[src/rtl/fir_decim_symmetric.sv]
// Symmetric FIR decimator with a writable half-coefficient bank. One pre-adder and
// one multiplier-accumulator are shared across the tap pairs, one pair per cycle.
//
// Handshakes: a beat transfers on a rising edge where valid & ready are both high.
// valid never depends on ready, and data is held while valid is high and ready is low.
module fir_decim_symmetric #(
  parameter int TAPS      = 64,
  parameter int DATA_W    = 16,
  parameter int COEF_W    = 16,
  parameter int COEF_FRAC = 15,
  parameter int DECIM     = 2
) (
  input  logic                       clk_i,
  input  logic                       rst_i,
  input  logic                       clear_i,
  input  logic                       in_valid_i,
  output logic                       in_ready_o,
  input  logic [DATA_W-1:0]          in_data_i,
  input  logic                       coef_we_i,
  input  logic [$clog2(TAPS/2)-1:0]  coef_addr_i,
  input  logic [COEF_W-1:0]          coef_data_i,
  output logic                       coef_err_o,
  output logic                       out_valid_o,
  input  logic                       out_ready_i,
  output logic [DATA_W-1:0]          out_data_o,
  output logic                       sat_o,
  output logic [1:0]                 state_dbg_o
);

  localparam int HALF   = TAPS / 2;
  localparam int AW     = $clog2(HALF);
  localparam int IDX_W  = $clog2(TAPS);
  localparam int ACC_W  = DATA_W + COEF_W + 1 + $clog2(TAPS / 2);
  localparam int PRE_W  = DATA_W + 1;
  localparam int PROD_W = DATA_W + 1 + COEF_W;
  localparam int PH_W   = (DECIM > 1) ? $clog2(DECIM) : 1;

  localparam logic signed [ACC_W-1:0] RND     = ACC_W'(longint'(1) << (COEF_FRAC - 1));
  localparam logic signed [ACC_W-1:0] SAT_MAX = ACC_W'((longint'(1) << (DATA_W - 1)) - 1);
  localparam logic signed [ACC_W-1:0] SAT_MIN = ACC_W'(-(longint'(1) << (DATA_W - 1)));

  typedef enum logic [1:0] {
    S_IDLE  = 2'd0,
    S_MAC   = 2'd1,
    S_ROUND = 2'd2,
    S_OUT   = 2'd3
  } state_t;

  state_t state_q, state_d;

  logic signed [DATA_W-1:0] x_q    [TAPS];
  logic signed [COEF_W-1:0] coef_q [HALF];
  logic [PH_W-1:0]          phase_q;
  logic [AW-1:0]            k_q;
  logic signed [ACC_W-1:0]  acc_q;
  logic [DATA_W-1:0]        out_data_q;
  logic                     sat_q;
  logic                     coef_err_q;

  logic                     accept;
  logic                     trigger;
  logic                     last_pair;
  logic                     coef_wr_ok;
  logic                     coef_wr_bad;
  logic [IDX_W-1:0]         near_idx;
  logic [IDX_W-1:0]         far_idx;
  logic signed [PRE_W-1:0]  pre_sum;
  logic signed [PROD_W-1:0] prod;
  logic signed [ACC_W-1:0]  rnd_sum;
  logic signed [ACC_W-1:0]  shifted;

  assign in_ready_o  = (state_q == S_IDLE);
  assign out_valid_o = (state_q == S_OUT);
  assign out_data_o  = out_data_q;
  assign sat_o       = sat_q;
  assign coef_err_o  = coef_err_q;
  assign state_dbg_o = state_q;

  // A sample presented together with clear_i is discarded, not accepted.
  assign accept    = in_valid_i & in_ready_o & ~clear_i;
  assign trigger   = accept & (phase_q == PH_W'(DECIM - 1));
  assign last_pair = (k_q == AW'(HALF - 1));

  assign coef_wr_ok  = coef_we_i & ((state_q == S_IDLE) | (state_q == S_OUT));
  assign coef_wr_bad = coef_we_i & ((state_q == S_MAC) | (state_q == S_ROUND));

  // Pair k combines the k-th newest and k-th oldest samples; c[0] weights the outer pair.
  assign near_idx = IDX_W'(k_q);
  assign far_idx  = IDX_W'(TAPS - 1) - IDX_W'(k_q);
  assign pre_sum  = PRE_W'(x_q[near_idx]) + PRE_W'(x_q[far_idx]);
  assign prod     = PROD_W'(pre_sum) * PROD_W'(coef_q[k_q]);

  assign rnd_sum = acc_q + RND;
  assign shifted = rnd_sum >>> COEF_FRAC;

  always_ff @(posedge clk_i or posedge rst_i) begin
    if (rst_i) state_q <= S_IDLE;
    else       state_q <= state_d;
  end

  always_comb begin
    state_d = state_q;
    if (clear_i) begin
      state_d = S_IDLE;
    end else begin
      case (state_q)
        S_IDLE:  if (trigger) state_d = S_MAC;
        S_MAC:   if (last_pair) state_d = S_ROUND;
        S_ROUND: state_d = S_OUT;
        S_OUT:   if (out_ready_i) state_d = S_IDLE;
        default: state_d = S_IDLE;
      endcase
    end
  end

  always_ff @(posedge clk_i or posedge rst_i) begin
    if (rst_i) begin
      for (int i = 0; i < TAPS; i++) x_q[i] <= '0;
      phase_q    <= '0;
      k_q        <= '0;
      acc_q      <= '0;
      out_data_q <= '0;
      sat_q      <= 1'b0;
    end else if (clear_i) begin
      for (int i = 0; i < TAPS; i++) x_q[i] <= '0;
      phase_q <= '0;
      k_q     <= '0;
      acc_q   <= '0;
    end else begin
      if (accept) begin
        for (int i = TAPS - 1; i > 0; i--) x_q[i] <= x_q[i-1];
        x_q[0] <= in_data_i;
        if (phase_q == PH_W'(DECIM - 1)) phase_q <= '0;
        else                             phase_q <= phase_q + 1'b1;
      end
      case (state_q)
        S_IDLE: begin
          if (trigger) begin
            acc_q <= '0;
            k_q   <= '0;
          end
        end
        S_MAC: begin
          acc_q <= acc_q + ACC_W'(prod);
          k_q   <= k_q + 1'b1;
        end
        S_ROUND: begin
          if (shifted > SAT_MAX) begin
            out_data_q <= SAT_MAX[DATA_W-1:0];
            sat_q      <= 1'b1;
          end else if (shifted < SAT_MIN) begin
            out_data_q <= SAT_MIN[DATA_W-1:0];
            sat_q      <= 1'b1;
          end else begin
            out_data_q <= shifted[DATA_W-1:0];
            sat_q      <= 1'b0;
          end
        end
        default: ;
      endcase
    end
  end

  // The bank survives clear_i; only rst_i wipes it and the sticky error flag.
  always_ff @(posedge clk_i or posedge rst_i) begin
    if (rst_i) begin
      for (int i = 0; i < HALF; i++) coef_q[i] <= '0;
      coef_err_q <= 1'b0;
    end else begin
      if (coef_wr_ok)  coef_q[coef_addr_i] <= coef_data_i;
      if (coef_wr_bad) coef_err_q <= 1'b1;
    end
  end

endmodule

[config.mk]
export PLATFORM = sky130hd
export DESIGN_NAME = fir_decim_symmetric
export DESIGN_NICKNAME = d
export VERILOG_FILES = /design/src/rtl/fir_decim_symmetric.sv
export SDC_FILE = /design/constraint.sdc
export NUM_CORES = 2
export LEC_CHECK = 0
export CAP_MARGIN = 30
export CORE_MARGIN = 1.5
export CORE_UTILIZATION = 40
export DETAILED_ROUTE_END_ITERATION = 10
export GPL_TIMING_DRIVEN = 1
export HOLD_SLACK_MARGIN = 0.1
export PLACE_DENSITY_LB_ADDON = 0.2
export SYNTH_ARGS = -nofsm -noshare
export SYNTH_HDL_FRONTEND = slang
export SYNTH_SLANG_ARGS = --single-unit
export TNS_END_PERCENT = 50
[constraint.sdc]
create_clock -name clk_i -period 83.3 [get_ports clk_i]
set_input_delay 12.495 -clock clk_i [delete_from_list [all_inputs] [get_ports clk_i]]
set_output_delay 12.495 -clock clk_i [all_outputs]
set_load 0.02 [all_outputs]
==> impl_summary.log <==
INFO  metric outcome = finished clean
INFO  metric synth_largest_area_cell = sky130_fd_sc_hd__dfrtp_1
INFO  metric power_leakage = slightly above 40 nW
INFO  metric root_buffer = sky130_fd_sc_hd__clkbuf_16
INFO  metric crit_fanout = 85
INFO  metric dpl-instance-area = 90490 um^2
INFO  metric yosysWarnings = 0
INFO  metric power_per_cell_area = 27.96 nW/um^2
INFO  metric initial_utilization = between 40% and 50%
INFO  metric worst_clock_skew = 0.07218 ns
INFO  metric floorplan.io_pins = between 60 and 70
INFO  metric total_setup_violations_reported_at_the_end_of_the_flow = 0
INFO  metric grt_pass1_wl = roughly 350000 um
INFO  metric cp-start-kind = primary input
INFO  metric min_to = coef_err_o
INFO  metric numCtsBuffers = ~180
INFO  metric first_pass_iters = 6
INFO  metric fin_crit_sh = approximately a fifth
INFO  metric worstMarginPinSlew = roughly 1.2 ns
INFO  metric final_area = around 97000 um^2
INFO  metric cts-resized-gates = 0
INFO  metric num_rows = approximately 170
INFO  metric grt_util_all_layers = between 10% and 20%
INFO  metric via_count = between 50000 and 60000
INFO  metric post_drt_wl_per_cell = between 15 and 20 um
INFO  metric fmax = between 0.05 and 0.06 GHz
INFO  metric grt-ovfl-total = 0
INFO  metric numPortBuffers = 64
INFO  metric area_taken_by_multi_input_logic_gates = around 43000 um^2
INFO  metric synth_top_area_share = a little under half
INFO  metric first_iter_violations = 5053
INFO  metric totalNegativeSetupSlack = 0 ns
INFO  metric clock_latency = a little over 0.8 ns
INFO  metric clockBufferDepth = 3
INFO  metric grt_setup_unrepaired = false
INFO  metric hold_viol = 0
INFO  metric post_synth_edffs = 0
INFO  metric ys_top_cells_by_area = sky130_fd_sc_hd__dfrtp_1 46%, sky130_fd_sc_hd__mux4_2 12%, sky130_fd_sc_hd__nand2_1 10%
INFO  metric cts.repair_timing.setup_buffer_count = 0
INFO  metric critical_path_type = primary input to flop
INFO  metric cts.reportedPaths.clkPinSlew = about 0.06 ns
INFO  metric share_of_synthesized_registers_carrying_an_async_set_or_reset = 100.0%
INFO  metric detail_route.drc_violations = 0
INFO  metric min_path_cells = 1
INFO  metric max_slew_margin = 22.92%
INFO  metric kind_of_capture_point_of_the_worst_setup_path = flop
INFO  metric fin_crit = ~17 ns
INFO  metric worst_r2r_startpoint = k_q[0]
INFO  metric timing_max_transition_violations_final = 0
INFO  metric number_of_global_route_vias_before_repair = about 60000
INFO  metric area.growth.synth_to_final = 11.14%
INFO  metric cts_hold_repair.buffers = 0
INFO  metric fp.dieArea = ~220000 um^2
INFO  metric clkSinkCount = 1600
INFO  metric synth.net_count = slightly below 9000
INFO  metric worst_r2r_path_depth = 36
INFO  metric antenna_violating_nets_post_route = 0
INFO  metric synth_cell_type_count = between 80 and 90
INFO  metric cts.htree.levels = 4
INFO  metric dieHeight = about 470 um
INFO  metric arrival = 17.45 ns
INFO  metric grt_max_degree = 230
INFO  metric grt_antenna_before_repair = 8
INFO  metric clock_tree_from_tritoncts = yes
INFO  metric irDropWorstVdd = 23.20 uV
INFO  metric postRouteWirelength = roughly 220000 um
INFO  metric worst_hold_startpoint = coef_err_o
INFO  metric max-cap-violations = 0
INFO  metric fp.coreArea = approximately 220000 um^2
INFO  metric regToRegSetupSlack = about 70 ns
INFO  metric timing.hold.worst.class = flop to flop
INFO  metric gpl.final_weighted_congestion = 0.8154
INFO  metric required = ~84 ns
INFO  metric synth_ff_type = sky130_fd_sc_hd__dfrtp_1
INFO  metric synth_area = slightly below 90000 um^2
INFO  metric die_width = about 470 um
INFO  metric layout.filler_cells = about 20000
INFO  metric avgSynthCellArea = about 11 um^2
INFO  metric design.final.nets = between 8000 and 9000
INFO  metric vias_per_cell = ~5.4
INFO  metric layout-drive-gt1-share = between 15 and 20%
INFO  metric count_of_state_elements_after_synthesis = 1600
INFO  metric yosysSeqAreaShare = a little under half
INFO  metric worstReg2RegEnd = acc_q[37]
INFO  metric synthesis.instances = about 8000
INFO  metric dp.final_hpwl = 133800 um
INFO  metric area.sequential = 40050 um^2
through the flow:
step	power, mW	hold slack, ns	worst slack [ns]	utilization, %	std cells
after floorplan	1.658	0.4551	25.66	-	8135
after global placement	1.894	0.4384	65.82	41.50	10570
after detailed placement	1.917	0.4540	65.75	41.75	10600
after CTS	2.742	0.4654	66.66	44.56	10920
after global routing	2.891	0.4931	66.17	44.68	10930
final	2.708	0.4596	66.57	44.69	10940
worst max-delay path, cell delays in order:
cell and delay [ns]:
sky130_fd_sc_hd__clkdlybuf4s50_1 0.54, sky130_fd_sc_hd__and2_4 0.73, sky130_fd_sc_hd__buf_4 0.82, sky130_fd_sc_hd__buf_4 0.81, sky130_fd_sc_hd__buf_4 0.80, sky130_fd_sc_hd__buf_4 0.76
sky130_fd_sc_hd__nand2_1 0.12, sky130_fd_sc_hd__a21oi_1 0.17
power breakdown:
part	switching (mW)	total, mW	leakage (nW)	internal (mW)
sequential	0.0548	0.928	21.8	0.873
combinational	0.586	0.968	16.5	0.382
clock	0.333	0.812	2.96	0.479
total	0.974	2.71	41.2	1.73
layer usage:
metal / vias to the layer above / GRT usage [%] / wire length (um)
met2: 1115 / 31.86 / 105200
met4: 6 / 5.231 / 4644
met1: 30710 / 27.45 / 96420
met3: 260 / 3.026 / 8938
li1: 26910 / - / -
met5: - / 0 / 35
synth_stat cells (9+ instances only):
cell / n
sky130_fd_sc_hd__a21oi_1: 1098
sky130_fd_sc_hd__nor2_1: 104
sky130_fd_sc_hd__dfrtp_1: 1600
sky130_fd_sc_hd__o21ai_0: 45
sky130_fd_sc_hd__inv_1: 454
sky130_fd_sc_hd__buf_4: 17
sky130_fd_sc_hd__a211oi_1: 10
sky130_fd_sc_hd__buf_6: 10
sky130_fd_sc_hd__buf_1: 58
sky130_fd_sc_hd__mux2_2: 513
sky130_fd_sc_hd__nand2_1: 2396
sky130_fd_sc_hd__fa_1: 335
sky130_fd_sc_hd__nand3b_1: 9
sky130_fd_sc_hd__clkbuf_1: 459
sky130_fd_sc_hd__xor2_1: 26
sky130_fd_sc_hd__and3_1: 15
sky130_fd_sc_hd__nor3_1: 14
sky130_fd_sc_hd__nand3_1: 23
sky130_fd_sc_hd__nor2b_1: 24
sky130_fd_sc_hd__a21o_1: 15
sky130_fd_sc_hd__xnor2_1: 41
sky130_fd_sc_hd__mux4_2: 480
sky130_fd_sc_hd__a22o_1: 17
sky130_fd_sc_hd__buf_2: 49
sky130_fd_sc_hd__and2_1: 52
sky130_fd_sc_hd__ha_1: 133
how the worst max path moves through the flow:
stage / start / endpoint / slack, ns / depth (start not counted)
final: in_valid_i / x_q[654] / 66.57 / 8
after global routing: in_valid_i / x_q[508] / 66.17 / 8
after floorplan: rst_i / acc_q[0] / 25.66 / 1
after CTS: in_valid_i / x_q[506] / 66.66 / 8
after global placement: in_valid_i / x_q[508] / 65.82 / 8
after detailed placement: in_valid_i / x_q[506] / 65.75 / 8
layout by cell type (no fill, tap or decap), types with 10 or more instances in the layout:
cell,n
sky130_fd_sc_hd__buf_16,19
sky130_fd_sc_hd__nor3_1,13
sky130_fd_sc_hd__ha_1,133
sky130_fd_sc_hd__o21ai_0,44
sky130_fd_sc_hd__clkbuf_16,182
sky130_fd_sc_hd__and3_1,15
sky130_fd_sc_hd__nand3_1,23
sky130_fd_sc_hd__a21o_1,15
sky130_fd_sc_hd__dfrtp_1,1595
sky130_fd_sc_hd__fa_1,335
sky130_fd_sc_hd__buf_8,15
sky130_fd_sc_hd__clkbuf_8,38
sky130_fd_sc_hd__and2_1,51
sky130_fd_sc_hd__clkbuf_1,50
sky130_fd_sc_hd__inv_1,452
sky130_fd_sc_hd__clkdlybuf4s50_1,63
sky130_fd_sc_hd__xor2_1,26
sky130_fd_sc_hd__nor2_1,96
sky130_fd_sc_hd__clkinv_2,22
sky130_fd_sc_hd__xnor2_1,39
sky130_fd_sc_hd__a22o_1,17
sky130_fd_sc_hd__bufinv_16,13
sky130_fd_sc_hd__mux4_2,480
sky130_fd_sc_hd__nor2b_1,23
sky130_fd_sc_hd__buf_4,106
sky130_fd_sc_hd__buf_12,10
sky130_fd_sc_hd__mux2_2,513
sky130_fd_sc_hd__nand2_1,2395
sky130_fd_sc_hd__a211oi_1,10
sky130_fd_sc_hd__a21oi_1,1098
state kept, by name (all words and copies together), names as in the netlist:
register / flops
x_q: 1024
coef_q: 512
acc_q: 38
out_data_o: 16
k_q: 5
state_dbg_o: 2
coef_err_o: 1
phase_q: 1
sat_o: 1
layout make-up:
type / instances / area share [%]
multi-input cells: 5487 / 44.42
flip-flops and latches: 1600 / 41.36
clock inverters: 53 / 0.8552
well taps: 2854 / 3.687
diodes: 3 / 0.007751
clock buffers: 270 / 5.436
repair buffers: 214 / 2.464
inverters: 454 / 1.769
cells by family after synthesis:
| logic type | synth area share [%] |
|---|---|
| AO/OA/AOI/OAI | 7.577 |
| multiplexers | 19.14 |
| XOR/XNOR | 0.6734 |
| flip-flops | 45.95 |
| adder cells (fa/ha/maj) | 9.606 |
| AND/OR/NAND/NOR | 12.31 |
| buffers and inverters | 4.745 |
(Power assumes the default switching activity.)
